`src/rtl/bus_owner_arbiter_pkg.sv`:
```
// bus_owner_arbiter_pkg
// Shared definitions for the bus owner arbiter slice.
//   SEL_W          : width of the owner index driving the 8-input bus muxes
//   DEF_MAX_HOLD   : default hold limit (only meaningful with BUS_ARB_TIMEOUT_EN)
//   DEF_TURNAROUND : default number of undriven cycles between two owners
//   arb_state_t    : arbiter state encoding
package bus_owner_arbiter_pkg;

  localparam int SEL_W          = 3;
  localparam int DEF_MAX_HOLD   = 16;
  localparam int DEF_TURNAROUND = 1;

  typedef enum logic [1:0] {
    IDLE  = 2'b00,
    GRANT = 2'b01,
    TURN  = 2'b10
  } arb_state_t;

endpackage

```
`src/rtl/bus_owner_arbiter_if.sv`:
```
// bus_owner_arbiter_if
// Request/grant bundle between the requesters and the bus owner arbiter.
//   req      : one bit per requester, held high while it wants or owns the bus
//   gnt      : one-hot grant, wired to the tristate output enables
//   sel      : index of the current (or last) owner for the bus muxes
//   bus_busy : high while any gnt bit is high
//   timeout  : one-cycle pulse when an owner is forced off the bus
// Modports: master = arbiter side, slave = requester side.
interface bus_owner_arbiter_if
  import bus_owner_arbiter_pkg::*;
#(
  parameter int N_REQ = 8
) ();

  logic [N_REQ-1:0] req;
  logic [N_REQ-1:0] gnt;
  logic [SEL_W-1:0] sel;
  logic             bus_busy;
  logic             timeout;

  modport master (input req, output gnt, output sel, output bus_busy, output timeout);
  modport slave  (output req, input gnt, input sel, input bus_busy, input timeout);

endinterface

```
`src/rtl/bus_owner_arbiter_rr_pick.sv`:
```
// bus_owner_arbiter_rr_pick
// Combinational round-robin priority encoder.
//   req        : in  request vector
//   last_owner : in  index of the previous owner; the search starts just after it
//   found      : out at least one request is set
//   winner     : out index of the first set request, wrapping past N_REQ-1 to 0
module bus_owner_arbiter_rr_pick
  import bus_owner_arbiter_pkg::*;
#(
  parameter int N_REQ = 8
) (
  input  logic [N_REQ-1:0] req,
  input  logic [SEL_W-1:0] last_owner,
  output logic             found,
  output logic [SEL_W-1:0] winner
);

  // Walk the requesters starting one past the last owner, so the previous
  // owner is considered last and gets the lowest priority.
  always_comb begin
    found  = 1'b0;
    winner = last_owner;
    for (int k = 1; k <= N_REQ; k++) begin
      if (!found && req[(int'(last_owner) + k) % N_REQ]) begin
        found  = 1'b1;
        winner = SEL_W'((int'(last_owner) + k) % N_REQ);
      end
    end
  end

endmodule

```
`src/rtl/bus_owner_arbiter.sv`:
```
// bus_owner_arbiter
// Round-robin owner arbiter for the shared 32-bit tristate data bus.
// Guarantees TURNAROUND undriven cycles between two owners.
//   clock   : in  rising-edge clock
//   reset_n : in  asynchronous active-low reset
//   bus     : master modport of bus_owner_arbiter_if (req in; gnt, sel,
//             bus_busy, timeout out, all registered)
// Optional feature macro BUS_ARB_TIMEOUT_EN: hold counter, forced release
// after MAX_HOLD cycles when others are waiting, and the timeout pulse.
// Without it timeout stays 0 and an owner keeps the bus until it drops req.
module bus_owner_arbiter
  import bus_owner_arbiter_pkg::*;
#(
  parameter int N_REQ      = 8,
  parameter int MAX_HOLD   = DEF_MAX_HOLD,
  parameter int TURNAROUND = DEF_TURNAROUND
) (
  input logic                 clock,
  input logic                 reset_n,
  bus_owner_arbiter_if.master bus
);

  if (N_REQ < 2 || N_REQ > 8 || MAX_HOLD < 2 || TURNAROUND < 1 || TURNAROUND > 3) begin : g_bad_params
    $error("bus_owner_arbiter: parameter out of range");
  end

  arb_state_t       state, state_n;
  logic [N_REQ-1:0] gnt_r, gnt_n;
  logic [SEL_W-1:0] sel_r, sel_n;
  logic [SEL_W-1:0] last_owner, last_n;
  logic [1:0]       turn_cnt, turn_n;
  logic             busy_r, busy_n;
  logic             timeout_r, timeout_n;
  logic             found;
  logic [SEL_W-1:0] winner;
  logic             forced;

  bus_owner_arbiter_rr_pick #(.N_REQ(N_REQ)) u_pick (
    .req        (bus.req),
    .last_owner (last_owner),
    .found      (found),
    .winner     (winner)
  );

`ifdef BUS_ARB_TIMEOUT_EN
  localparam int HOLD_W = $clog2(MAX_HOLD);
  localparam logic [HOLD_W-1:0] HOLD_MAX = HOLD_W'(MAX_HOLD - 1);

  logic [HOLD_W-1:0] hold_cnt;

  // Hold counter sits at zero outside GRANT, so it is already cleared on the
  // first grant cycle; it then counts up and saturates at MAX_HOLD-1.
  always_ff @(posedge clock or negedge reset_n) begin
    if (!reset_n) begin
      hold_cnt <= '0;
    end else if (state != GRANT) begin
      hold_cnt <= '0;
    end else if (hold_cnt != HOLD_MAX) begin
      hold_cnt <= hold_cnt + 1'b1;
    end
  end

  // Pre-empt only when someone else is actually waiting; a lone owner keeps it.
  assign forced = (state == GRANT) && (hold_cnt == HOLD_MAX) && (|(bus.req & ~gnt_r));
`else
  assign forced = 1'b0;
`endif

  // Next-state and registered-output values. The grant is built from the
  // picker's winner index so gnt can only ever be zero or one-hot, and every
  // owner change passes through TURN with gnt at zero.
  always_comb begin
    state_n   = state;
    gnt_n     = gnt_r;
    sel_n     = sel_r;
    last_n    = last_owner;
    turn_n    = turn_cnt;
    busy_n    = busy_r;
    timeout_n = 1'b0;
    case (state)
      IDLE: begin
        if (found) begin
          state_n = GRANT;
          gnt_n   = N_REQ'(1) << winner;
          sel_n   = winner;
          busy_n  = 1'b1;
        end
      end
      GRANT: begin
        if (!bus.req[sel_r] || forced) begin
          state_n   = TURN;
          gnt_n     = '0;
          busy_n    = 1'b0;
          last_n    = sel_r;
          turn_n    = '0;
          timeout_n = forced && bus.req[sel_r];
        end
      end
      TURN: begin
        if (turn_cnt == 2'(TURNAROUND - 1)) begin
          if (found) begin
            state_n = GRANT;
            gnt_n   = N_REQ'(1) << winner;
            sel_n   = winner;
            busy_n  = 1'b1;
          end else begin
            state_n = IDLE;
          end
        end else begin
          turn_n = turn_cnt + 1'b1;
        end
      end
      default: begin
        state_n = IDLE;
        gnt_n   = '0;
        busy_n  = 1'b0;
      end
    endcase
  end

  // State register; reset drops the grant immediately, and last_owner starts
  // at N_REQ-1 so requester 0 wins the first arbitration.
  always_ff @(posedge clock or negedge reset_n) begin
    if (!reset_n) begin
      state      <= IDLE;
      gnt_r      <= '0;
      sel_r      <= '0;
      last_owner <= SEL_W'(N_REQ - 1);
      turn_cnt   <= '0;
      busy_r     <= 1'b0;
      timeout_r  <= 1'b0;
    end else begin
      state      <= state_n;
      gnt_r      <= gnt_n;
      sel_r      <= sel_n;
      last_owner <= last_n;
      turn_cnt   <= turn_n;
      busy_r     <= busy_n;
      timeout_r  <= timeout_n;
    end
  end

  assign bus.gnt      = gnt_r;
  assign bus.sel      = sel_r;
  assign bus.bus_busy = busy_r;
  assign bus.timeout  = timeout_r;

endmodule

```
`src/flat_wrapper.sv`:
```
// flat-port wrapper written by rule: the top's interface ports become plain ports
module bus_owner_arbiter_flat import bus_owner_arbiter_pkg::*;
#(
  parameter int N_REQ      = 8,
  parameter int MAX_HOLD   = DEF_MAX_HOLD,
  parameter int TURNAROUND = DEF_TURNAROUND
)
  (clock, reset_n, bus_req, bus_gnt, bus_sel, bus_bus_busy, bus_timeout);
  bus_owner_arbiter_if #(.N_REQ(N_REQ)) bus_i ();
  input logic clock;
  input logic reset_n;
  input wire logic [$bits(bus_i.req)-1:0] bus_req;
  output wire logic [$bits(bus_i.gnt)-1:0] bus_gnt;
  output wire logic [$bits(bus_i.sel)-1:0] bus_sel;
  output wire logic [$bits(bus_i.bus_busy)-1:0] bus_bus_busy;
  output wire logic [$bits(bus_i.timeout)-1:0] bus_timeout;
  assign bus_i.req = bus_req;
  assign bus_gnt = bus_i.gnt;
  assign bus_sel = bus_i.sel;
  assign bus_bus_busy = bus_i.bus_busy;
  assign bus_timeout = bus_i.timeout;
  bus_owner_arbiter #(.N_REQ(N_REQ), .MAX_HOLD(MAX_HOLD), .TURNAROUND(TURNAROUND)) u_core (.clock(clock), .reset_n(reset_n), .bus(bus_i));
endmodule
```
`config.mk`:
```
export PLATFORM = sky130hd
export DESIGN_NAME = bus_owner_arbiter_flat
export DESIGN_NICKNAME = d
export VERILOG_FILES = /design/src/rtl/bus_owner_arbiter_pkg.sv /design/src/rtl/bus_owner_arbiter_if.sv /design/src/rtl/bus_owner_arbiter_rr_pick.sv /design/src/rtl/bus_owner_arbiter.sv /design/src/flat_wrapper.sv
export SDC_FILE = /design/constraint.sdc
export NUM_CORES = 1
export LEC_CHECK = 0
export ABC_AREA = 1
export BUFFER_PORTS_ARGS = -buffer_cell sky130_fd_sc_hd__buf_2
export CELL_PAD_IN_SITES_DETAIL_PLACEMENT = 0
export CELL_PAD_IN_SITES_GLOBAL_PLACEMENT = 1
export CORE_MARGIN = 2
export CORE_UTILIZATION = 43
export DETAILED_ROUTE_END_ITERATION = 6
export GPL_TIMING_DRIVEN = 0
export HOLD_SLACK_MARGIN = 0.15
export PLACE_DENSITY = 0.81
export SLEW_MARGIN = 5
export SYNTH_ARGS = -nofsm -noshare
export SYNTH_HDL_FRONTEND = slang
export SYNTH_HIERARCHICAL = 1
export SYNTH_SLANG_ARGS = --single-unit
```
`constraint.sdc`:
```
create_clock -name clock -period 5.84 [get_ports clock]
set_clock_uncertainty 0.15 [all_clocks]
set_input_delay 1.168 -clock clock [delete_from_list [all_inputs] [get_ports clock]]
set_output_delay 1.168 -clock clock [all_outputs]
set_load 0.02 [all_outputs]
```
==> metrics.yaml, run 1 <==
route:
  drcViolationCount: 0
  drtIter0Drc: 127
  drtPass1Iterations: 4
  dr_total_vias: 1688
  vias_per_cell: 4.94
  wl_per_cell_um: 11.6
  ant_nets: 0
  wirelength_um: 3950
setup_path:
  cpPeakStageDelay_ns: 0.56
  ff2ff_path_depth: 18
  crit_type: "flop to flop"
  path_cells: "buf_6 -> inv_2 -> ha_1 -> inv_1 -> nand3_1 -> nand2_1 -> nand2_1 -> nand2_1 -> inv_1 -> nor3_1 -> nand2_1 -> nor2_1 -> o211ai_1 -> nand2_1 -> nand2_2 -> nand2_2 -> nand2_1 -> nand2_1"
  cp.required_ns: 5.89
  critPathMostFrequentCell: "nand2_1"
  path_max_fanout: 9
  cpMaxStageDelayCell: "dfstp_2"
  cp-start-kind: "flop"
  worstSetupEndpointType: "flop"
  arrival_ns: 3.41
clock_network:
  cts_root_buf: "clkbuf_8"
  cts_sinks: 19
  clock_latency_ns: 0.25
  clk_pin_slew_worst_paths_ns: 0.07
  tritoncts: "yes"
  cts_made_buffers: 3
  cts_hold_buf: 0
  post_cts_buffers: 0
  clock_path_buffers: 2
  cts_max_level: 1
  cts_resized: 0
synthesis:
  syn_nets: 282
  netlist_area_um2: 1690
  yosysWarnings: 6
  ys_types: 31
  synth_seq_area_share: 0.284
  avgSynthCellArea_um2: 6.28
  synth_cells: 269
  synth_top_area_share: 0.237
  synthTopCellsByArea: "dfrtp_1 24%, nand2_1 24%, nand3_1 12%"
  yosys.area.top_type: "dfrtp_1"
  ys_ff_latch: 19
worst_hold_path:
  min_path_type: "flop to flop"
  holdPathStages: 2
placement:
  place.gp.congestion: 0.813
  port_buffers: 21
  place_area_um2: 1850
  dp_hpwl_um: 3240
sta:
  fin_crit_sh: 0.575
  slew_violations: 0
  tns_ns: 0
  rsz0062_at_grt: "no"
  finalHoldViolCount: 0
  setup_viol: 0
  period_minus_slack_ns: 3.36
  fmax_ghz: 0.298
finish:
  nets: 308
  num-fill-cells: 411
  diodes: 0
  layout-drive-gt1-share: 0.197
  stdcell_area_um2: 1900
  area_growth_pct: 12.5
floorplan:
  die_h_um: 66.7
  io_pins: 23
  dieArea_um2: 4450
  start_util: 0.455
  core_um2: 3720
  die_w_um: 66.7
  fp-row-count: 22
run:
  max_cap_viol_count: 0
global_route:
  globalRouteOverflowTotal: 0
  grt_first_pass_wirelength_um: 6870
  antenna_found_initial: 0
  grt_max_degree: 20
  grt_pass1_vias: 1540
  grt_usage: 0.204
outcome:
  outcome: "complete, no violations"
==> final timing paths <==
| path | start | end | slack (ns) |
|---|---|---|---|
| max reg2reg | u_core/last_owner[1] | u_core/bus.gnt[1] | 2.48 |
| min | u_core/bus.gnt[3] | u_core/bus.gnt[3] | 0.32 |
| min reg2reg | u_core/bus.gnt[3] | u_core/bus.gnt[3] | 0.32 |
| max in group asynchronous | reset_n | u_core/last_owner[0] | 4.53 |
| max | u_core/last_owner[1] | u_core/bus.gnt[1] | 2.48 |
| min in group asynchronous | reset_n | u_core/bus.gnt[6] | 0.69 |
==> metal layers <==
| layer | wire (µm) | track usage |
|---|---|---|
| met1 | 2080 | 0.295 |
| met2 | 1740 | 0.318 |
| met3 | 116 | 0.0355 |
| met4 | 19 | 0.0408 |
| met5 | 0 | 0 |
==> metrics by stage <==
step / instances / util / setup WS [ns] / hold WS [ns]
3_3_place_gp: 338 / 0.499 / 2.46 / 0.302
5_1_grt: 342 / 0.511 / 2.15 / 0.352
3_5_place_dp: 338 / 0.499 / 2.48 / 0.304
2_1_floorplan: 269 / - / 2.98 / 0.319
4_1_cts: 342 / 0.511 / 2.45 / 0.322
6_report: 342 / 0.511 / 2.48 / 0.316
==> cells in the mapped netlist <==
cell type    n
a21oi_2      1
buf_4        1
buf_6        3
conb_1       1
dfrtp_1     16
dfstp_2      3
ha_1         3
inv_1       28
inv_2        7
inv_6        1
nand2_1    106
nand2_2      6
nand3_1     41
nand3_2      2
nand3_4      2
nand3b_1     1
nand4_1      5
nand4_2      1
nand4_4      1
nor2_1      21
nor2_2       2
nor2_4       1
nor3_1       1
o211ai_1     1
o21ai_0      4
o21ai_1      4
o21ai_2      1
o21bai_1     2
o22ai_1      1
xnor2_1      1
xor2_2       1
==> cell usage in the layout, fill, tap and decap left out, types with 2 or more instances in the layout <==
cell	count
nand3_2	2
ha_1	3
o21ai_1	4
dfstp_2	3
nor2_2	2
nand3_1	41
inv_1	28
inv_2	7
nand4_1	5
buf_2	21
clkbuf_8	3
o21bai_1	2
buf_6	3
nand2_1	106
dfrtp_1	16
nand3_4	2
o21ai_0	4
nand2_2	6
nor2_1	21
==> kinds of logic after synthesis <==
family / share of synthesized area
and+or+nand+nor: 0.519
DFF: 0.284
other: 0.00222
adders and majority gates: 0.0222
xor gates and xnor gates: 0.0148
buffers and inverters: 0.107
AOI/OAI and AO/OA: 0.0511
==> sequential cells by signal, summed over array words and instances (netlist names) <==
signal and cells:
u_core/turn_cnt 2, u_core/bus.bus_busy 1, u_core/bus.sel 3, u_core/last_owner 3, u_core/bus.gnt 8, u_core/state 2
==> layout make-up <==
class	instances	area [µm²]	area share
Multi-Input combinational cell	210	1030	0.541
Sequential cell	19	479	0.252
Inverter	36	140	0.0737
Timing Repair Buffer	21	105	0.0553
Tap cell	48	60.1	0.0316
Clock buffer	3	41.3	0.0217
Buffer	4	41.3	0.0217
Clock inverter	1	5.00	0.00263
==> worst max-delay path, delay by kind of cell, from the launching register on <==
family                   cells  cell delay, ns
buffers and inverters        4            0.56
flip-flops                   1            0.56
adder cells (fa/ha/maj)      1            0.39
AND/OR/NAND/NOR             12            1.46
AO/OA/AOI/OAI                1            0.16
Power of run 1 is left out: the tool's default activity adds up to more than one toggle a clock period on the data nets, which glitch-free logic cannot reach.
==> inputs of run 2 (changes only) <==
CORE_UTILIZATION = 40   (was 43)
PLACE_DENSITY = 0.75   (was 0.81)
clock period = 3.1 ns   (was 5.84 ns; I/O delays follow)
==> run 2 against run 1 <==
Worst setup slack worse by 2.2 ns. Largest cell class unchanged. Critical endpoint is now u_core/bus.gnt[4]. Register-to-register slack got worse by 2.2 ns. Flip-flop and latch count is the same. Cell count rose by 2.0%. Via count down 1.0%. Non-clock buffer count rose by 5. Clock-buffer cell count stayed put. Cell area rose by 6.2%. Wire length is 4.8% higher. First-iteration DRC count fell by 14%. Fmax increased by 18%. Critical path depth unchanged.
==> metrics.yaml, run 2 (same netlist as run 1, synthesis figures left out) <==
global_route:
  globalRouteOverflowTotal: 0  # unchanged
  antenna_found_initial: 0  # unchanged
  grt_usage: 0.191  # was 0.204
  grt_first_pass_wirelength_um: 6780  # was 6870 µm
  grt_max_degree: 20  # unchanged
  grt_pass1_vias: 1458  # was 1,540
finish:
  nets: 313  # was 308
  final_cells: 349  # was 342
  final_common_cell: "nand2_1"  # unchanged
  diodes: 0  # unchanged
  largest_register_ff_count: 8  # unchanged
  layout_common_cells: "101 x nand2_1, 37 x nand3_1, 27 x inv_1"  # was 106 x nand2_1, 41 x nand3_1, 28 x inv_1
  area_growth_pct: 19.5  # was 12.5%
  layout-drive-gt1-share: 0.254  # was 0.197
worst_hold_path:
  worstHoldStart: "u_core/bus.gnt[2]"  # was u_core/bus.gnt[3]
  min_path_type: "flop to flop"  # unchanged
clock_network:
  clock_latency_ns: 0.26  # was 0.25 ns
  cts_max_level: 1  # unchanged
  cts_root_buf: "clkbuf_8"  # unchanged
  cts_made_buffers: 3  # unchanged
  cts_sinks: 19  # unchanged
  tritoncts: "yes"  # unchanged
  clock_path_buffers: 2  # unchanged
  clk_pin_slew_worst_paths_ns: 0.07  # about the same
setup_path:
  worstSetupEndpointType: "flop"  # unchanged
  r2r_slack_ns: 0.26  # was 2.48 ns
  crit_type: "flop to flop"  # unchanged
  arrival_ns: 2.84  # was 3.41 ns
  cp-start-kind: "flop"  # unchanged
  cp-startpoint: "u_core/last_owner[0]"  # was u_core/last_owner[1]
  cp.required_ns: 3.11  # was 5.89 ns
  path_max_fanout: 10  # was 9
  rr_startpoint: "u_core/last_owner[0]"  # was u_core/last_owner[1]
floorplan:
  dieArea_um2: 4760  # was 4450 µm²
  core_um2: 4030  # was 3720 µm²
  fp-row-count: 23  # was 22
  start_util: 0.419  # was 0.455
  die_w_um: 69.0  # was 66.7 µm
  die_h_um: 69.0  # was 66.7 µm
  io_pins: 23  # unchanged
placement:
  dpl_worst_slack_ns: -0.225  # was 2.48 ns
  dp_hpwl_um: 3350  # was 3240 µm
  port_buffers: 21  # unchanged
  place.gp.congestion: 0.827  # was 0.813
  dpl.cell_count: 340  # was 338
outcome:
  outcome: "complete, no violations"  # unchanged
route:
  ant_nets: 0  # unchanged
  drtPass1Iterations: 4  # unchanged
  wl_per_cell_um: 11.9  # was 11.6 µm
  dr_total_vias: 1671  # was 1,688
  drcViolationCount: 0  # unchanged
  drtIter0Drc: 109  # was 127
  wirelength_um: 4140  # was 3950 µm
  vias_per_cell: 4.79  # was 4.94
sta:
  holdWs_ns: 0.318  # was 0.316 ns
  slew_violations: 0  # unchanged
  period_minus_slack_ns: 2.84  # was 3.36 ns
  finalHoldViolCount: 0  # unchanged
  setup_viol: 0  # unchanged
  fin_crit_sh: 0.915  # was 0.575
  fmax_ghz: 0.352  # was 0.298 GHz
  rsz0062_at_grt: "no"  # unchanged
  setup_ws_ns: 0.262  # was 2.48 ns
run:
  max_cap_viol_count: 0  # unchanged
## run 2: cell types whose count changed in the layout (fill, tap and decap cells not counted), moves of 2 or more
cell	delta
nor2_1	-2
buf_4	+4
nand3_2	+4
nand2_2	+4
nor2_2	+2
inv_4	+2
nand3_1	-4
nand2_1	-5
## run 2: cell type report
cell class              instances  area [µm²]
plain buffers                   4        41.3
fillers                       438        2010
clock inverters                 1        7.51
repair buffers                 26         145
multi-input cells             210        1100
inverters                      36         145
flip-flops and latches         19         479
clock buffers                   3        41.3
well taps                      50        62.6
## run 2: critical path, stage by stage, from the launching register on
cell      delay (ns)
dfstp_2         0.55
buf_6           0.15
inv_6           0.06
ha_4            0.31
inv_4           0.06
nand3_1         0.08
nand2_1         0.11
nand2_2         0.11
nand2_2         0.08
buf_4           0.14
nand4_2         0.09
nand3_1         0.13
nand3b_1        0.19
nand2_1         0.12
inv_1           0.09
nand2_1         0.09
nor2_1          0.05
nand3_1         0.08
nand2_1         0.06
## run 2: path summary, 6_finish.rpt
path,to,depth (start not counted)
setup / recovery,u_core/bus.gnt[4],18
setup reg to reg,u_core/bus.gnt[4],18
max in group asynchronous,u_core/last_owner[1],2
hold reg to reg,u_core/bus.gnt[2],2
min in group asynchronous,u_core/bus.gnt[5],2
hold / removal,u_core/bus.gnt[2],2
## run 2: stage by stage
stage	instance area, µm²	util	setup TNS [ns]
2_1_floorplan	1690	-	0
3_3_place_gp	1860	0.461	-2.79
3_5_place_dp	1860	0.461	-2.05
4_1_cts	1940	0.480	0
5_1_grt	2020	0.501	0
6_report	2020	0.501	0
## run 2: timing repair
action,in CTS,in global routing
hold endpoints to repair,9,0
setup buffers,0,4
gates cloned,0,0
gates resized for setup,5,15
setup endpoints to repair,13,13
pin swaps,1,5
hold buffers,1,0
## run 2: metal layers
layer | global-route usage | up-vias | part of all wire
li1 | - | 920 | -
met1 | 0.291 | 730 | 0.54
met2 | 0.284 | 16 | 0.42
met3 | 0.0341 | 5 | 0.027
met4 | 0.0294 | 0 | 0.0060
met5 | 0 | - | 0
Power of run 2 is left out for the same reason.
